==> src/rtl/bullet_hit_detect.sv <==
// Bullet flight monitor: retires the bullet at the screen edge or on an enemy
// tank hit, keeps the BCD hit score and times the hit-flash flag.
module bullet_hit_detect #(
  parameter int X_MAX        = 159,
  parameter int Y_MAX        = 119,
  parameter int TANK_W       = 5,
  parameter int FLASH_CYCLES = 25000000
) (
  input  logic       clk,
  input  logic       reset,
  input  logic [7:0] bx,
  input  logic [6:0] by,
  input  logic [2:0] bd,
  input  logic [7:0] ex,
  input  logic [6:0] ey,
  output logic       ready,
  output logic       hit,
  output logic       flash,
  output logic [7:0] score
);

  localparam logic [7:0]  X_LIM      = 8'(X_MAX);
  localparam logic [6:0]  Y_LIM      = 7'(Y_MAX);
  localparam logic [8:0]  X_SPAN     = 9'(TANK_W - 1);
  localparam logic [7:0]  Y_SPAN     = 8'(TANK_W - 1);
  localparam logic [24:0] FLASH_LOAD = 25'(FLASH_CYCLES);

  typedef enum logic [1:0] {IDLE, FLIGHT, RETIRE} state_t;

  state_t      state_reg;
  logic [24:0] flash_cnt_reg;
  logic        ready_reg;
  logic        hit_reg;
  logic [7:0]  score_reg;

  logic [8:0]  x_hi;
  logic [7:0]  y_hi;
  logic        in_tank;
  logic        at_edge;
  logic [7:0]  score_next;

  // Upper bounds are one bit wider so a tank near the screen edge never wraps.
  always_comb begin
    x_hi    = {1'b0, ex} + X_SPAN;
    y_hi    = {1'b0, ey} + Y_SPAN;
    in_tank = (bx >= ex) && ({1'b0, bx} <= x_hi) &&
              (by >= ey) && ({1'b0, by} <= y_hi);
  end

  always_comb begin
    at_edge = 1'b0;
    case (bd[1:0])
      2'd0:    at_edge = (by == 7'd0);
      2'd1:    at_edge = (by >= Y_LIM);
      2'd2:    at_edge = (bx == 8'd0);
      default: at_edge = (bx >= X_LIM);
    endcase
  end

  // BCD increment that saturates at 99.
  always_comb begin
    score_next = score_reg;
    if (score_reg != 8'h99) begin
      if (score_reg[3:0] == 4'd9)
        score_next = {score_reg[7:4] + 4'd1, 4'd0};
      else
        score_next = {score_reg[7:4], score_reg[3:0] + 4'd1};
    end
  end

  always_ff @(posedge clk) begin
    if (reset) begin
      state_reg     <= IDLE;
      ready_reg     <= 1'b0;
      hit_reg       <= 1'b0;
      score_reg     <= 8'h00;
      flash_cnt_reg <= '0;
    end else begin
      hit_reg <= 1'b0;
      if (flash_cnt_reg != '0)
        flash_cnt_reg <= flash_cnt_reg - 25'd1;

      case (state_reg)
        IDLE: begin
          ready_reg <= 1'b0;
          if (bd[2])
            state_reg <= FLIGHT;
        end
        FLIGHT: begin
          if (in_tank) begin
            state_reg     <= RETIRE;
            ready_reg     <= 1'b1;
            hit_reg       <= 1'b1;
            score_reg     <= score_next;
            flash_cnt_reg <= FLASH_LOAD;
          end else if (at_edge) begin
            state_reg <= RETIRE;
            ready_reg <= 1'b1;
          end else if (!bd[2]) begin
            state_reg <= IDLE;
          end
        end
        RETIRE: begin
          // Positions are ignored here, so one flight scores at most once.
          if (!bd[2]) begin
            state_reg <= IDLE;
            ready_reg <= 1'b0;
          end
        end
        default: begin
          state_reg <= IDLE;
          ready_reg <= 1'b0;
        end
      endcase
    end
  end

  assign ready = ready_reg;
  assign hit   = hit_reg;
  assign flash = (flash_cnt_reg != '0);
  assign score = score_reg;

endmodule

==> config.mk <==
export PLATFORM = sky130hd
export DESIGN_NAME = bullet_hit_detect
export DESIGN_NICKNAME = d
export VERILOG_FILES = /design/src/rtl/bullet_hit_detect.sv
export SDC_FILE = /design/constraint.sdc
export NUM_CORES = 1
export LEC_CHECK = 0
export CORE_ASPECT_RATIO = 1.2
export CORE_MARGIN = 1.5
export CORE_UTILIZATION = 50
export DETAILED_ROUTE_END_ITERATION = 16
export MAX_ROUTING_LAYER = met4
export PLACE_DENSITY = 0.84
export SLEW_MARGIN = 30
export SYNTH_ARGS = -nofsm -noshare
export SYNTH_HDL_FRONTEND = slang
export SYNTH_SLANG_ARGS = --single-unit
==> constraint.sdc <==
create_clock -name clk -period 3.2 [get_ports clk]
set_input_delay 0.48 -clock clk [delete_from_list [all_inputs] [get_ports clk]]
set_output_delay 0.48 -clock clk [all_outputs]
set_load 0.02 [all_outputs]
==> results of run 1 <==
==> critical path, cell delays in order <==
cell             delay (ns)
clkdlybuf4s50_1        0.50
ha_1                   0.20
nand3_1                0.10
xnor2_1                0.13
ha_1                   0.30
and3_1                 0.17
a221oi_1               0.25
a21o_1                 0.22
nand4_1                0.18
nor4b_1                0.31
mux2_2                 0.37
==> metrics by stage <==
stage	power, mW	area [um2]	TNS [ns]
3_5_place_dp	1.88	3410	-1.55
3_3_place_gp	1.85	3410	-0.420
2_1_floorplan	1.61	2760	0
6_report	2.23	3510	0
5_1_grt	2.44	3510	0
4_1_cts	2.23	3500	0
==> power by group through the flow <==
stage	Clock [mW]	Sequential, mW	Combinational [mW]
global placement	0	0.706	1.14
global route	0.360	0.726	1.35
detailed placement	0	0.712	1.17
CTS	0.342	0.704	1.18
floorplan	0	0.691	0.922
finish	0.337	0.704	1.19
==> layout by cell type (no fill, tap or decap), types with 3 or more instances in the layout <==
cell type,Yosys,routed
nand4_1,10,10
ha_1,31,31
clkdlybuf4s50_1,0,45
nand2_1,18,18
buf_4,0,23
inv_1,23,23
o21ai_0,6,6
nor2_1,26,26
xnor2_1,16,16
nor2b_1,11,11
a211oi_1,4,4
nand3_1,11,11
xor2_1,12,12
nor3_2,3,3
mux2_2,5,5
or3_1,6,6
clkbuf_8,0,5
nor3_1,30,30
and4_1,3,3
and3_1,3,3
dfxtp_1,37,37
nor4_1,7,7
a21o_1,6,6
nand2b_1,4,4
a31oi_1,4,4
a21oi_1,21,21
==> worst max-delay path by stage <==
stage	start	to	cells after the start
after CTS	ey[3]	score[6]$_SDFFE_PP0P_	11
final	ey[2]	score[6]$_SDFFE_PP0P_	11
after detailed placement	ey[3]	score[6]$_SDFFE_PP0P_	11
after global placement	ey[2]	score[6]$_SDFFE_PP0P_	11
after global routing	ey[2]	flash_cnt_reg[12]$_SDFF_PP0_	12
after floorplan	ex[2]	score[0]$_SDFFE_PP0P_	12
==> area by class of cell <==
| class | count | area (um2) |
|---|---|---|
| flip-flops and latches | 37 | 741 |
| fillers | 417 | 1790 |
| repair buffers | 68 | 623 |
| inverters | 23 | 86.3 |
| multi-input cells | 269 | 1890 |
| clock buffers | 5 | 68.8 |
| well taps | 62 | 77.6 |
| clock inverters | 3 | 21.3 |
==> cell families after synthesis <==
kind of cell	count (synthesis)	synth area share [%]
AND/OR/NAND/NOR	148	29.7
AO/OA/AOI/OAI	55	13.0
flip-flops	37	26.8
buffers and inverters	34	4.76
adder cells (fa/ha/maj)	31	14.1
XOR/XNOR	28	8.88
multiplexers	7	2.77
==> timing repair <==
action | CTS | global route
resized for setup | 0 | 1
hold buffers | 0 | 0
endpoints found under the setup margin | 0 | 7
buffers inserted | 0 | 1
==> layer usage <==
layer / track usage [%] / wire, um
met3: 2.88 / 191
met5: - / 0
met2: 39.4 / 3170
met4: 9.78 / 134
met1: 24.0 / 2710
==> metrics.txt, run 1 <==
yosys synthesis warning count 0; Worst IR Drop VDD 0.408 mV; CTS Buf Count 5; Synth Flop Type dfxtp_1; io pins 46; Pins Over Slew Limit 0; top post-synthesis cells by area dfxtp_1 (27%), ha_1 (14%), nor3_1 (5.4%); Startpoint Class primary input; Clock Path Buffers 2; Synth cell types 50; fin worst setup slack 0.192 ns; min cycle time layout 3.01 ns; R2R Path End flash_cnt_reg[23]$_SDFF_PP0_; PD cells 637 mW/mm2; Clock Latency Late Sink 0.30 ns; cell taking the most area after synthesis dfxtp_1; Post-synth EDFFs 0; All-Layer GR Usage 22.1%; DR vias/cell 5.67; dpl ws -0.132 ns; static leakage 1.49 nW; WL final 6200 um; DRC viols 0; initial antenna violation count 0; HP Start state_reg[0]$_SDFFE_PP0P_; final count of negative-setup-slack endpoints 0; NetSw 934 uW; Reg power frac 31.5%; RSZ-0062 raised after global routing false; number of global-route vias before repair 2630; Post-Syn Nets 406; measured slew at the worst slew-check pin 0.528 ns; CTS tree built; Buffers on Ports 45; placed insts 458; share of cells above drive strength 1 10.6%; # rows 29; Synth Instances 340; Max H-tree Level 2; clock-pin slew on the worst setup and hold paths 0.08 ns; clock share of power 15.1%; Post-synth ARST share 0%; Post-Synthesis Cell Area 0.00276 mm2; FF-to-FF path depth 6; Crit Path Category primary input to flop; sequential area share after synthesis 26.8%; die height 84.4 um; #FFs+latches synth 37; root buf cell clkbuf_8; final hold vios 0; Hold Path Class flop to flop; Crit Path Max Fanout 5; Core Area 0.00530 mm2; Synth Area per Inst 8.12 um2; worst r2r src flash_cnt_reg[7]$_SDFF_PP0_; Max Clock Freq 0.332 GHz; Worst Path Arrival 3.21 ns; dpl hpwl 4800 um; Fin Clk Skew 0.00819 ns; via count 2646; Slew headroom 64.6%; Initial DRC Count 141; Sw Share 41.8%; first-pass GRT wire length 10700 um; Final period util 94.0%; die area 0.00598 mm2; Comb power frac 53.4%; TritonRoute pass-1 iters 4; top cells by count, synth dfxtp_1 (37), ha_1 (31), nor3_1 (30); Routed Antenna Nets 0; placer congestion estimate 0.854; nets 470; worst hold slack 0.488 ns; status complete, no violations; Synth top area share 26.8%; max-cap viol count 0; top-count cell post-synth dfxtp_1; Hold Path Sink state_reg[0]$_SDFFE_PP0P_; reg2reg setup slack 0.96 ns; Required @ worst endpoint 3.40 ns; Die Wd 70.8 um; CTS Sinks 37; Initial Utilization 52.1%; Final Util 66.2%; WHS Path Cells 1; max reg flops 25; final std cells w/o fill 467; WL/cell 13.3 um; crit end category flop; pin count of the biggest net entering global routing 26; ant diodes 0; Internal 1.30 mW; GRT overflow 0; Area growth syn-to-layout 27.0%
(Power assumes the default switching activity.)
==> run 2: changes to the inputs <==
--- a/config.mk
+++ b/config.mk
@@ -5,12 +5,13 @@
 export SDC_FILE = /design/constraint.sdc
 export NUM_CORES = 1
 export LEC_CHECK = 0
+export ABC_AREA = 1
 export CORE_ASPECT_RATIO = 1.2
 export CORE_MARGIN = 1.5
 export CORE_UTILIZATION = 50
 export DETAILED_ROUTE_END_ITERATION = 16
 export MAX_ROUTING_LAYER = met4
-export PLACE_DENSITY = 0.84
+export PLACE_DENSITY = 0.83
 export SLEW_MARGIN = 30
 export SYNTH_ARGS = -nofsm -noshare
 export SYNTH_HDL_FRONTEND = slang
==> metrics.txt, run 2 <==
Clock Latency Late Sink 0.29 ns (was 0.30 ns); Required @ worst endpoint 3.36 ns (was 3.40 ns); CTS tree built (unchanged); root buf cell clkbuf_8 (unchanged); Post-synth EDFFs 0 (unchanged); pin count of the biggest net entering global routing 16 (was 26); Routed Antenna Nets 0 (unchanged); die area 0.00653 mm2 (was 0.00598 mm2); Core Area 0.00574 mm2 (was 0.00530 mm2); Initial DRC Count 184 (was 141); TritonRoute pass-1 iters 4 (unchanged); placer congestion estimate 0.920 (was 0.854); Hold Path Class flop to flop (unchanged); Synth cell types 36 (was 50); measured slew at the worst slew-check pin 0.533 ns (was 0.528 ns); Fin Clk Skew 0.00809 ns (was 0.00819 ns); RSZ-0062 raised after global routing false (unchanged); dpl hpwl 5490 um (was 4800 um); worst hold slack 0.466 ns (was 0.488 ns); max-cap viol count 0 (unchanged); clock-pin slew on the worst setup and hold paths 0.08 ns (about the same); top cells by count, synth nand2_1 (91), nor2_1 (61), inv_1 (46) (was dfxtp_1 (37), ha_1 (31), nor3_1 (30)); Initial Utilization 52.7% (was 52.1%); # hold bufs at CTS 0 (unchanged); Area growth syn-to-layout 21.7% (was 27.0%); Setup Buffers After CTS 0 (unchanged); Worst IR Drop VDD 0.340 mV (was 0.408 mV); Buffers on Ports 45 (unchanged); # rows 30 (was 29); status complete, no violations (unchanged); share of cells above drive strength 1 10.6% (about the same); Synth top area share 24.5% (was 26.8%); final count of negative-setup-slack endpoints 0 (unchanged); max reg flops 25 (unchanged); Final period util 85.7% (was 94.0%); Crit Path Max Fanout 13 (was 5); first-pass GRT wire length 11900 um (was 10700 um); Post-Syn Nets 506 (was 406); min cycle time layout 2.74 ns (was 3.01 ns); CTS Buf Count 5 (unchanged); Post-Synthesis Cell Area 0.00303 mm2 (was 0.00276 mm2); GRT overflow 0 (unchanged); Synth Area per Inst 6.88 um2 (was 8.12 um2); Die Wd 74.0 um (was 70.8 um); io pins 46 (unchanged); Worst Path Arrival 2.90 ns (was 3.21 ns); top-count cell post-synth nand2_1 (was dfxtp_1); ant diodes 0 (unchanged); All-Layer GR Usage 23.0% (was 22.1%); cells resized by post-CTS repair 0 (unchanged); #FFs+latches synth 37 (unchanged); crit end category flop (unchanged); Max Clock Freq 0.365 GHz (was 0.332 GHz); WL/cell 11.9 um (was 13.3 um); die height 88.2 um (was 84.4 um); CTS Sinks 37 (unchanged); yosys synthesis warning count 0 (unchanged); Slew headroom 64.2% (was 64.6%); via count 2955 (was 2646); Pins Over Slew Limit 0 (unchanged); cell taking the most area after synthesis dfxtp_1 (unchanged); Max H-tree Level 2 (unchanged); Setup TNS Final 0 ns (unchanged); number of global-route vias before repair 2884 (was 2630); most frequent cells in the layout nand2_1 (91), nor2_1 (61), inv_1 (46), clkdlybuf4s50_1 (45), dfxtp_1 (37) (was clkdlybuf4s50_1 (45), dfxtp_1 (37), ha_1 (31), nor3_1 (30), nor2_1 (26)); nets 556 (was 470); most common cell after layout, fill and taps aside nand2_1 (was clkdlybuf4s50_1); Post-synth ARST share 0% (unchanged); dpl ws 0.132 ns (was -0.132 ns); WL final 6800 um (was 6200 um); static leakage 1.69 nW (was 1.49 nW); total power 2.62 mW (was 2.23 mW); Clock Path Buffers 2 (unchanged); top post-synthesis cells by area dfxtp_1 (24%), ha_1 (13%), nand2_1 (11%) (was dfxtp_1 (27%), ha_1 (14%), nor3_1 (5.4%)); final hold vios 0 (unchanged); fin worst setup slack 0.457 ns (was 0.192 ns); DRC viols 0 (unchanged); initial antenna violation count 0 (unchanged); sequential area share after synthesis 24.5% (was 26.8%); Synth Flop Type dfxtp_1 (unchanged); DR vias/cell 5.18 (was 5.67); Synth Instances 440 (was 340); PD cells 711 mW/mm2 (was 637 mW/mm2); Crit Path Category primary input to flop (unchanged); Startpoint Class primary input (unchanged)
run 2: cell types whose count changed in the layout (fill, tap and decap cells not counted), moves of 6 or more:
cell,change
inv_2,+10
or3_1,-6
a21oi_1,+9
nand2_1,+73
buf_4,-22
nor3_1,-25
nor2_2,+8
nor2_1,+35
nor2b_1,-11
nand3_1,+20
inv_1,+23
run 2: critical path, stage by stage:
cell and delay [ns]:
clkdlybuf4s50_1 0.53, ha_1 0.20, nand2_1 0.09, nor2_1 0.12
xor2_1 0.16, ha_1 0.26, a21o_1 0.18, a21oi_1 0.13
nand2_1 0.08, nand2_2 0.07, nand3_2 0.08, nor2_4 0.12
nand2_1 0.10, nand2_2 0.22, nor3_1 0.08
run 2: power by group:
part / switching (mW) / total, mW / internal [mW]
Sequential: 0.143 / 0.725 / 0.581
Clock: 0.179 / 0.413 / 0.233
Combinational: 0.902 / 1.48 / 0.579
run 2: path summary, 6_finish.rpt:
check	startpoint	endpoint	slack [ns]	depth (start not counted)
setup / recovery	ex[2]	flash_cnt_reg[5]$_SDFF_PP0_	0.46	15
hold / removal	state_reg[0]$_SDFFE_PP0P_	state_reg[0]$_SDFFE_PP0P_	0.47	1
setup reg to reg	flash_cnt_reg[0]$_SDFF_PP0_	flash_cnt_reg[18]$_SDFF_PP0_	1.23	9
hold reg to reg	state_reg[0]$_SDFFE_PP0P_	state_reg[0]$_SDFFE_PP0P_	0.47	1
run 2: kinds of logic (layout without fill, tap and decap cells):
logic type / Yosys count / after routing / share of synthesized area, %
AND/OR/NAND/NOR: 244 / 244 / 39.6
AO/OA/AOI/OAI: 42 / 42 / 7.56
flip-flops: 37 / 37 / 24.5
buffers and inverters: 61 / 112 / 8.31
XOR/XNOR: 25 / 25 / 7.23
adder cells (fa/ha/maj): 31 / 31 / 12.8
run 2: routing by layer:
layer	vias up	track usage (%)	share of wire, %
met5	-	-	0
met3	22	3.08	2.9
li1	1537	-	-
met4	0	8.25	3.5
met1	1331	26.8	45
met2	65	39.9	49
run 2: per-stage QoR:
step / std cells / utilization (%) / cell area, um2
6_report: 571 / 64.1 / 3680
4_1_cts: 571 / 64.1 / 3680
2_1_floorplan: 440 / - / 3030
3_3_place_gp: 563 / 62.1 / 3570
5_1_grt: 571 / 64.1 / 3680
3_5_place_dp: 563 / 62.1 / 3570
run 2: cell type report:
type                       instances  area [um2]
clock buffer                       5        68.8
clock inverter                     3        46.3
fill                             521        2060
inverter                          57         214
multi-input combinational        342        2040
sequential                        37         741
tap                               80         100
timing repair buffer              47         478
